`config.mk`:
```
export PLATFORM = sky130hd
export DESIGN_NAME = rv_muldiv_iter
export DESIGN_NICKNAME = d
export VERILOG_FILES = /design/src/rtl/rv_muldiv_iter.sv
export SDC_FILE = /design/constraint.sdc
export NUM_CORES = 1
export LEC_CHECK = 0
export ABC_AREA = 1
export BUFFER_PORTS_ARGS = -buffer_cell sky130_fd_sc_hd__buf_2
export CAP_MARGIN = 20
export CORE_ASPECT_RATIO = 2
export CORE_MARGIN = 2
export CORE_UTILIZATION = 40
export DETAILED_ROUTE_END_ITERATION = 10
export SLEW_MARGIN = 20
export SYNTH_ARGS = -nofsm -noshare
export SYNTH_HDL_FRONTEND = slang
export SYNTH_SLANG_ARGS = --single-unit
```
`constraint.sdc`:
```
create_clock -name i_clk -period 3.85 [get_ports i_clk]
set_input_delay 0.385 -clock i_clk [delete_from_list [all_inputs] [get_ports i_clk]]
set_output_delay 0.385 -clock i_clk [all_outputs]
set_load 0.05 [all_outputs]
```
`src/rtl/rv_muldiv_iter.sv`:
```
// rv_muldiv_iter: iterative RV32/64 M-extension unit, radix-2 shift-add multiply and restoring divide.
module rv_muldiv_iter #(
    parameter int XLEN     = 32,
    parameter bit FAST_MUL = 1'b0
) (
    input  logic            i_clk,
    input  logic            i_rst,
    input  logic            i_valid,
    input  logic [2:0]      i_f3,
    input  logic [XLEN-1:0] i_rs1,
    input  logic [XLEN-1:0] i_rs2,
    input  logic            i_flush,
    output logic [XLEN-1:0] o_res,
    output logic            o_valid,
    output logic            o_busy,
    output logic            o_stall
);
    localparam int CW = $clog2(XLEN) + 1;
    typedef enum logic [2:0] {IDLE, MUL, DIV, FIX, DONE} state_t;
    state_t            state;
    logic [1:0]        f3;
    logic              s1, s2;
    logic [XLEN-1:0]   ma, mb;
    logic [2*XLEN-1:0] p;
    logic [CW-1:0]     cnt;
    logic              in_s1, in_s2, n1, n2, dz, ovf;
    logic [XLEN-1:0]   in_ma, in_mb, spec_res, fres, mres, quo, rem, dres;
    logic [2*XLEN-1:0] fprod, fsigned, mul_nxt, prod, div_nxt;
    logic [XLEN:0]     sum, rs, diff;
    assign in_s1    = i_f3[2] ? ~i_f3[0] : (i_f3[1:0] == 2'b01 || i_f3[1:0] == 2'b10);
    assign in_s2    = i_f3[2] ? ~i_f3[0] : (i_f3[1:0] == 2'b01);
    assign n1       = in_s1 & i_rs1[XLEN-1];
    assign n2       = in_s2 & i_rs2[XLEN-1];
    assign in_ma    = n1 ? -i_rs1 : i_rs1;
    assign in_mb    = n2 ? -i_rs2 : i_rs2;
    assign dz       = i_rs2 == '0;
    assign ovf      = in_s2 && i_rs1 == {1'b1, {(XLEN-1){1'b0}}} && &i_rs2;
    assign spec_res = dz ? (i_f3[1] ? i_rs1 : '1) : (i_f3[1] ? '0 : i_rs1);
    assign fprod    = {{XLEN{1'b0}}, in_ma} * {{XLEN{1'b0}}, in_mb};
    assign fsigned  = (n1 ^ n2) ? -fprod : fprod;
    assign fres     = i_f3[1:0] == 2'b00 ? fsigned[XLEN-1:0] : fsigned[2*XLEN-1:XLEN];
    // Multiply: upper half accumulates, lower half shifts out multiplier bits as product bits shift in.
    assign sum      = {1'b0, p[2*XLEN-1:XLEN]} + (p[0] ? {1'b0, ma} : '0);
    assign mul_nxt  = {sum, p[XLEN-1:1]};
    assign prod     = (s1 ^ s2) ? -mul_nxt : mul_nxt;
    assign mres     = f3 == 2'b00 ? prod[XLEN-1:0] : prod[2*XLEN-1:XLEN];
    // Divide: upper half is the partial remainder, lower half turns from dividend into quotient.
    assign rs       = {p[2*XLEN-1:XLEN], p[XLEN-1]};
    assign diff     = rs - {1'b0, mb};
    assign div_nxt  = {diff[XLEN] ? rs[XLEN-1:0] : diff[XLEN-1:0], p[XLEN-2:0], ~diff[XLEN]};
    assign quo      = (s1 ^ s2) ? -p[XLEN-1:0] : p[XLEN-1:0];
    assign rem      = s1 ? -p[2*XLEN-1:XLEN] : p[2*XLEN-1:XLEN];
    assign dres     = f3[1] ? rem : quo;
    assign o_busy   = state != IDLE;
    assign o_stall  = i_valid & ~o_valid & ~i_flush;
    always_ff @(posedge i_clk or negedge i_rst) begin
        if (!i_rst) begin
            state   <= IDLE;
            cnt     <= '0;
            o_valid <= 1'b0;
            o_res   <= '0;
            f3      <= '0;
            s1      <= 1'b0;
            s2      <= 1'b0;
            ma      <= '0;
            mb      <= '0;
            p       <= '0;
        end else if (i_flush) begin
            state   <= IDLE;
            cnt     <= '0;
            o_valid <= 1'b0;
        end else begin
            case (state)
                IDLE: begin
                    o_valid <= 1'b0;
                    if (i_valid) begin
                        f3  <= i_f3[1:0];
                        s1  <= n1;
                        s2  <= n2;
                        ma  <= in_ma;
                        mb  <= in_mb;
                        cnt <= '0;
                        if (!i_f3[2] && FAST_MUL) begin
                            state   <= DONE;
                            o_valid <= 1'b1;
                            o_res   <= fres;
                        end else if (i_f3[2] && (dz || ovf)) begin
                            state   <= DONE;
                            o_valid <= 1'b1;
                            o_res   <= spec_res;
                        end else if (!i_f3[2]) begin
                            state <= MUL;
                            p     <= {{XLEN{1'b0}}, in_mb};
                        end else begin
                            state <= DIV;
                            p     <= {{XLEN{1'b0}}, in_ma};
                        end
                    end
                end
                MUL: begin
                    p   <= mul_nxt;
                    cnt <= cnt + 1'b1;
                    if (cnt == CW'(XLEN - 1)) begin
                        state   <= DONE;
                        o_valid <= 1'b1;
                        o_res   <= mres;
                    end
                end
                DIV: begin
                    p   <= div_nxt;
                    cnt <= cnt + 1'b1;
                    if (cnt == CW'(XLEN - 1))
                        state <= FIX;
                end
                FIX: begin
                    state   <= DONE;
                    o_valid <= 1'b1;
                    o_res   <= dres;
                end
                default: begin
                    state   <= IDLE;
                    o_valid <= 1'b0;
                end
            endcase
        end
    end
endmodule

```
After elaboration in Yosys (flattened, before gate mapping)

Cells that the tools add are included.
Widths: inputs -> output; s select.

Flip-flop bits (word level): 174
Word-level logic and storage cells: 99

Mux-type cells: 37
Add/sub/neg operators: 8
Eq/ne operators: 15
Reduce and logical (&&, ||, !) cells: 20
Bitwise operators: 9

Operators with widths:

| kind                 | number |
|---|---|
| $mux 32              | 15 |
| $mux 64              | 3 |
| $pmux 64 s3          | 1 |
| $neg 32->32          | 4 |
| $pmux 32 s3          | 1 |
| $neg 64->64          | 1 |
| $add 32x32->33       | 1 |
| $sub 33x32->33       | 1 |
| $eq 32x32->1 const B | 1 |
| $logic_not 32->1     | 1 |
| $reduce_and 32->1    | 1 |
| $mux 3               | 5 |
| $mux 6               | 2 |
| $pmux 3 s4           | 1 |
| $pmux 6 s2           | 1 |
| $reduce_bool 3->1    | 4 |
| $ne 2x2->1 const B   | 5 |
| $ne 3x3->1 const B   | 3 |
| $add 6x1->6 const B  | 1 |
| $eq 3x2->1 const B   | 2 |
| $eq 6x5->1 const B   | 1 |
| $mux 1               | 6 |
| $reduce_and 3->1     | 2 |
| $reduce_and 5->1     | 1 |
| 15 further kinds     | 25 |

Depth between registers and ports, before layout

Word-level depth: 10
Depth in mapped cells: 26
Mapped depth without buffers: 24

Worst setup path after synthesis

OpenSTA, ideal clock, no wires.

Path kind: register -> register
Start: register p[0]
End: register o_res[19]
Cell stages (with the launch flop): 21
Arrival: 2.704 ns
Data required time: 3.729 ns
Slack: 1.025 ns
Buffers on the path: 2
Period minus slack after synthesis: 2.825 ns
Path through: dfrtp_1 clkbuf_1 clkbuf_1 nand2_1 inv_1 fa_1 inv_1 nand3_1 nor2_1 nand2_1 nor2_2 nand2_2 nor2_4 nand2_1 nor2_1 nand3b_1 nand2_2 xor2_1 nand2_1 nand2_1 a21oi_1

Word-level cells in the longest chain between the ends: 7
Elaborated cells between the ends (all ways): 10
Classes of those cells: add/sub: 3; mux: 7

RTL lines:

| what                   | line | source |
|---|---|---|
| from (decl)            | 24   | `logic [2*XLEN-1:0] p;` |
| from (signal assigned) | 93   | `p <= {{XLEN{1'b0}}, in_mb};` |
| from (signal assigned) | 96   | `p <= {{XLEN{1'b0}}, in_ma};` |
| from (signal assigned) | 101  | `p <= mul_nxt;` |
| $mux 32                | 43   | `assign sum = {1'b0, p[2*XLEN-1:XLEN]} + (p[0] ? {1'b0, ma} : '0);` |
| $add 32x32->33         | 43   |  |
| $neg 64->64            | 45   | `assign prod = (s1 ^ s2) ? -mul_nxt : mul_nxt;` |
| $mux 64                | 45   |  |
| $mux 32                | 46   | `assign mres = f3 == 2'b00 ? prod[XLEN-1:0] : prod[2*XLEN-1:XLEN];` |
| $mux 32                | 103  | `if (cnt == CW'(XLEN - 1)) begin` |
| $pmux 32 s3 (*)        | 73   | `case (state)` |
| to (signal assigned)   | 86   | `o_res <= fres;` |
| to (signal assigned)   | 106  | `o_res <= mres;` |
| to (signal assigned)   | 118  | `o_res <= dres;` |
| to (decl)              | 13   | `output logic [XLEN-1:0] o_res,` |

Mark *: on every way between the ends. The rest lies on a longest branch, timed or not. The select of a mux whose other input is x is not followed.
A chain may end at the register's enable or synchronous reset.

Worst setup path after layout

Start: register p[0]
End: register p[59]

Word-level cells in the longest chain between the ends: 3

RTL lines:

| what           | line |
|---|---|
| $mux 32        | 43 |
| $add 32x32->33 | 43 |
| $pmux 64 s3    | 73 |

Every way passes these cells.

==> impl_metrics.ini <==
[clock_network]
cts_root_buffer = clkbuf_16
path_clk_slew_ns = 0.08
cts_buffers = 17
clock_path_buffers = 2
clock-sinks = 174
clock_latency_ns = 0.50
postCtsHoldBufs = 0
cts-htree-levels = 4
cts_tree = built

[floorplan]
core_um2 = 48200
start_util = 0.404
dieArea_um2 = 50600
ioPinCount = 106
die_h_um = 316
fp-row-count = 114
chipWidth_um = 160

[placement]
dpl_worst_slack_ns = 0.193
io_buffer_count = 105
routabilityCongestion = 1.13
hpwl_um = 90000

[global_routing]
grt_pass1_vias = 23100
grt_pass1_wl_um = 160000
grt_usage = 0.442
grt_start_max_net_pins = 97
grt_overflow = 0
antenna_found_initial = 5

[final_layout]
final_nets = 3506
fillers = 5376
drive_gt1_frac = 0.121
area_growth_syn_to_layout_pct = 12.3

[timing]
slew_viol_final = 0
finalCritPeriodShare = 0.973
final.min_clock_period_ns = 3.75
tightestPinTransition_ns = 1.29
fin_ws_ns = 0.105
finalHoldViolCount = 13
max_freq_ghz = 0.267
grt_setup_unrepaired = false
final-setup-viol-count = 0
tns_ns = 0
skew_ns = 0.0268
holdWs_ns = -0.0653
maxSlewHeadroom = 0.142

[logic_synthesis]
synthFlopType = dfrtp_1
ys_ff_latch = 174
syn_avg_cell_area_um2 = 6.01
syn-num-nets = 3388
async_flop_share = 1.00
synth_seq_area_share = 0.223
synth_edf_count = 0
synth_area_um2 = 19500
ys_warn_count = 0
synth_cells = 3243
synth_cell_type_count = 60

[routing]
drc = 0
vias_per_cell = 5.92
firstDrtPassIters = 8
drt-initial-drc-count = 2211
wirelength_um = 112000
detail-route-antenna-nets = 0
avgRoutedWirePerCell_um = 27.9
dr_total_vias = 23800

[worst_setup_path]
cp.depth = 15
required_ns = 4.18
worstReg2RegEnd = p[59]
cp-start-kind = flop
endpoint = p[59]
cp_max_fo = 31
cp_data_arrival_time_ns = 4.07
ff2ff_setup_slack_ns = 0.10
worstPathCellList = buf_12, nand2_1, inv_1, ha_1, buf_4, nand2_1, inv_1, a21oi_1, nand2_1, a21oi_1, nand3_1, nand2_1, inv_1, a21oi_1, a21oi_1
worstRegToRegCells = 15
endpoint_kind = flop
cp_slowest_stage_delay_ns = 0.92
critPathTopFamily = compound AO/OA/AOI/OAI gates
path_buf_inv = 5
worstSetupPathType = reg -> reg
slowest_stage = a21oi_1
r2r-start = p[0]
startpoint = p[0]

[outcome]
violations = negative hold slack
status = finished, violations left

[flow_run]
maxCapViolCount = 0

[worst_hold_path]
worstHoldPathType = in -> async
==> how the worst min path moves through the flow <==
stage	startpoint	endpoint	slack, ns	depth (start not counted)
4_1_cts	i_rst	mb[15]	0.02	1
6_report	i_rst	mb[15]	-0.07	1
3_3_place_gp	mb[24]	mb[24]	0.47	2
3_5_place_dp	ma[30]	ma[30]	0.49	2
5_1_grt	i_rst	mb[15]	0.02	1
2_1_floorplan	i_rst	cnt[0]	0.09	0
==> cell type report <==
type | instances | area (um2) | share of cell area
Clock buffer | 17 | 425 | 0.0194
Timing Repair Buffer | 218 | 1500 | 0.0683
Inverter | 475 | 1780 | 0.0815
Tap cell | 638 | 798 | 0.0365
Sequential cell | 174 | 4350 | 0.199
Multi-Input combinational cell | 2475 | 12900 | 0.587
Clock inverter | 15 | 164 | 0.00749
Antenna cell | 3 | 7.51 | 0.000343
==> routing by layer <==
metal,up-vias,wire length [um],track usage
met1,11100,36500,0.438
met4,6,15100,0.468
met5,-,36,0
met3,497,8930,0.109
met2,1316,51500,0.731
li1,10900,-,-
==> cells in the mapped netlist (9+ instances only) <==
library cell	count	area [um2]
a31oi_1	31	194
maj3_1	11	110
dfrtp_1	174	4350
inv_1	452	1700
a41oi_1	17	149
o211ai_1	63	473
a21oi_2	10	87.6
ha_1	72	901
o21ai_0	207	1040
nand3_2	15	150
xnor2_1	15	131
nand3b_1	15	113
nor4_1	10	62.6
xor2_1	63	552
or2_2	12	75.1
nand4_1	42	263
nor2_1	372	1400
buf_2	29	145
inv_2	20	75.1
o221ai_1	17	149
o22ai_1	11	68.8
a22oi_1	13	97.6
nand3_1	249	1250
nor2_4	9	101
nor3_1	52	260
a21oi_1	186	931
nand2_2	34	213
clkbuf_1	71	267
nand2_1	839	3150
nor2_2	31	194
o21ai_1	10	50.1
==> stage by stage <==
step	utilization	instances	instance area, um2
2_1_floorplan	-	3243	19500
3_3_place_gp	0.441	3979	21300
3_5_place_dp	0.441	3979	21300
4_1_cts	0.453	4011	21900
5_1_grt	0.454	4012	21900
6_report	0.454	4015	21900
==> logic make-up after synthesis <==
group,share of synthesized area
AOI/OAI and AO/OA,0.186
xor gates and xnor gates,0.0367
adders and majority gates,0.0539
buffers and inverters,0.119
DFF,0.223
and+or+nand+nor,0.381
==> worst reg2reg max path, cell delays in order (launching register included) <==
cell	delay, ns
dfrtp_1	0.44
buf_12	0.21
nand2_1	0.08
inv_1	0.05
ha_1	0.28
buf_4	0.18
nand2_1	0.25
inv_1	0.08
a21oi_1	0.19
nand2_1	0.17
a21oi_1	0.20
nand3_1	0.09
nand2_1	0.20
inv_1	0.09
a21oi_1	0.92
a21oi_1	0.17
==> flip-flops by register name, indices dropped and copies added (netlist names) <==
| signal | flops |
|---|---|
| p | 64 |
| s1 | 1 |
| mb | 32 |
| ma | 32 |
| f3 | 2 |
| cnt | 6 |
| o_res | 32 |
| s2 | 1 |
| o_valid | 1 |
| state | 3 |
==> placed cells by master, fill, tap and decap left out, drive strengths merged, types with 18 or more instances in the layout <==
| master | count |
|---|---|
| ha | 72 |
| a21oi | 196 |
| clkbuf | 18 |
| nor3 | 57 |
| buf | 217 |
| xor2 | 65 |
| dfrtp | 174 |
| nand3 | 265 |
| nand2 | 877 |
| inv | 481 |
| nor2 | 412 |
| o211ai | 63 |
| a31oi | 31 |
| nand4 | 43 |
| a22oi | 18 |
| o21ai | 219 |
==> timing repair <==
action                     4_1_cts  5_1_grt
buffers inserted                 0        1
setup endpoints to repair        0        5
resized for setup                0        3
Power is left out: the tool's default activity adds up to more than one toggle a clock period on the data nets, which glitch-free logic cannot reach.
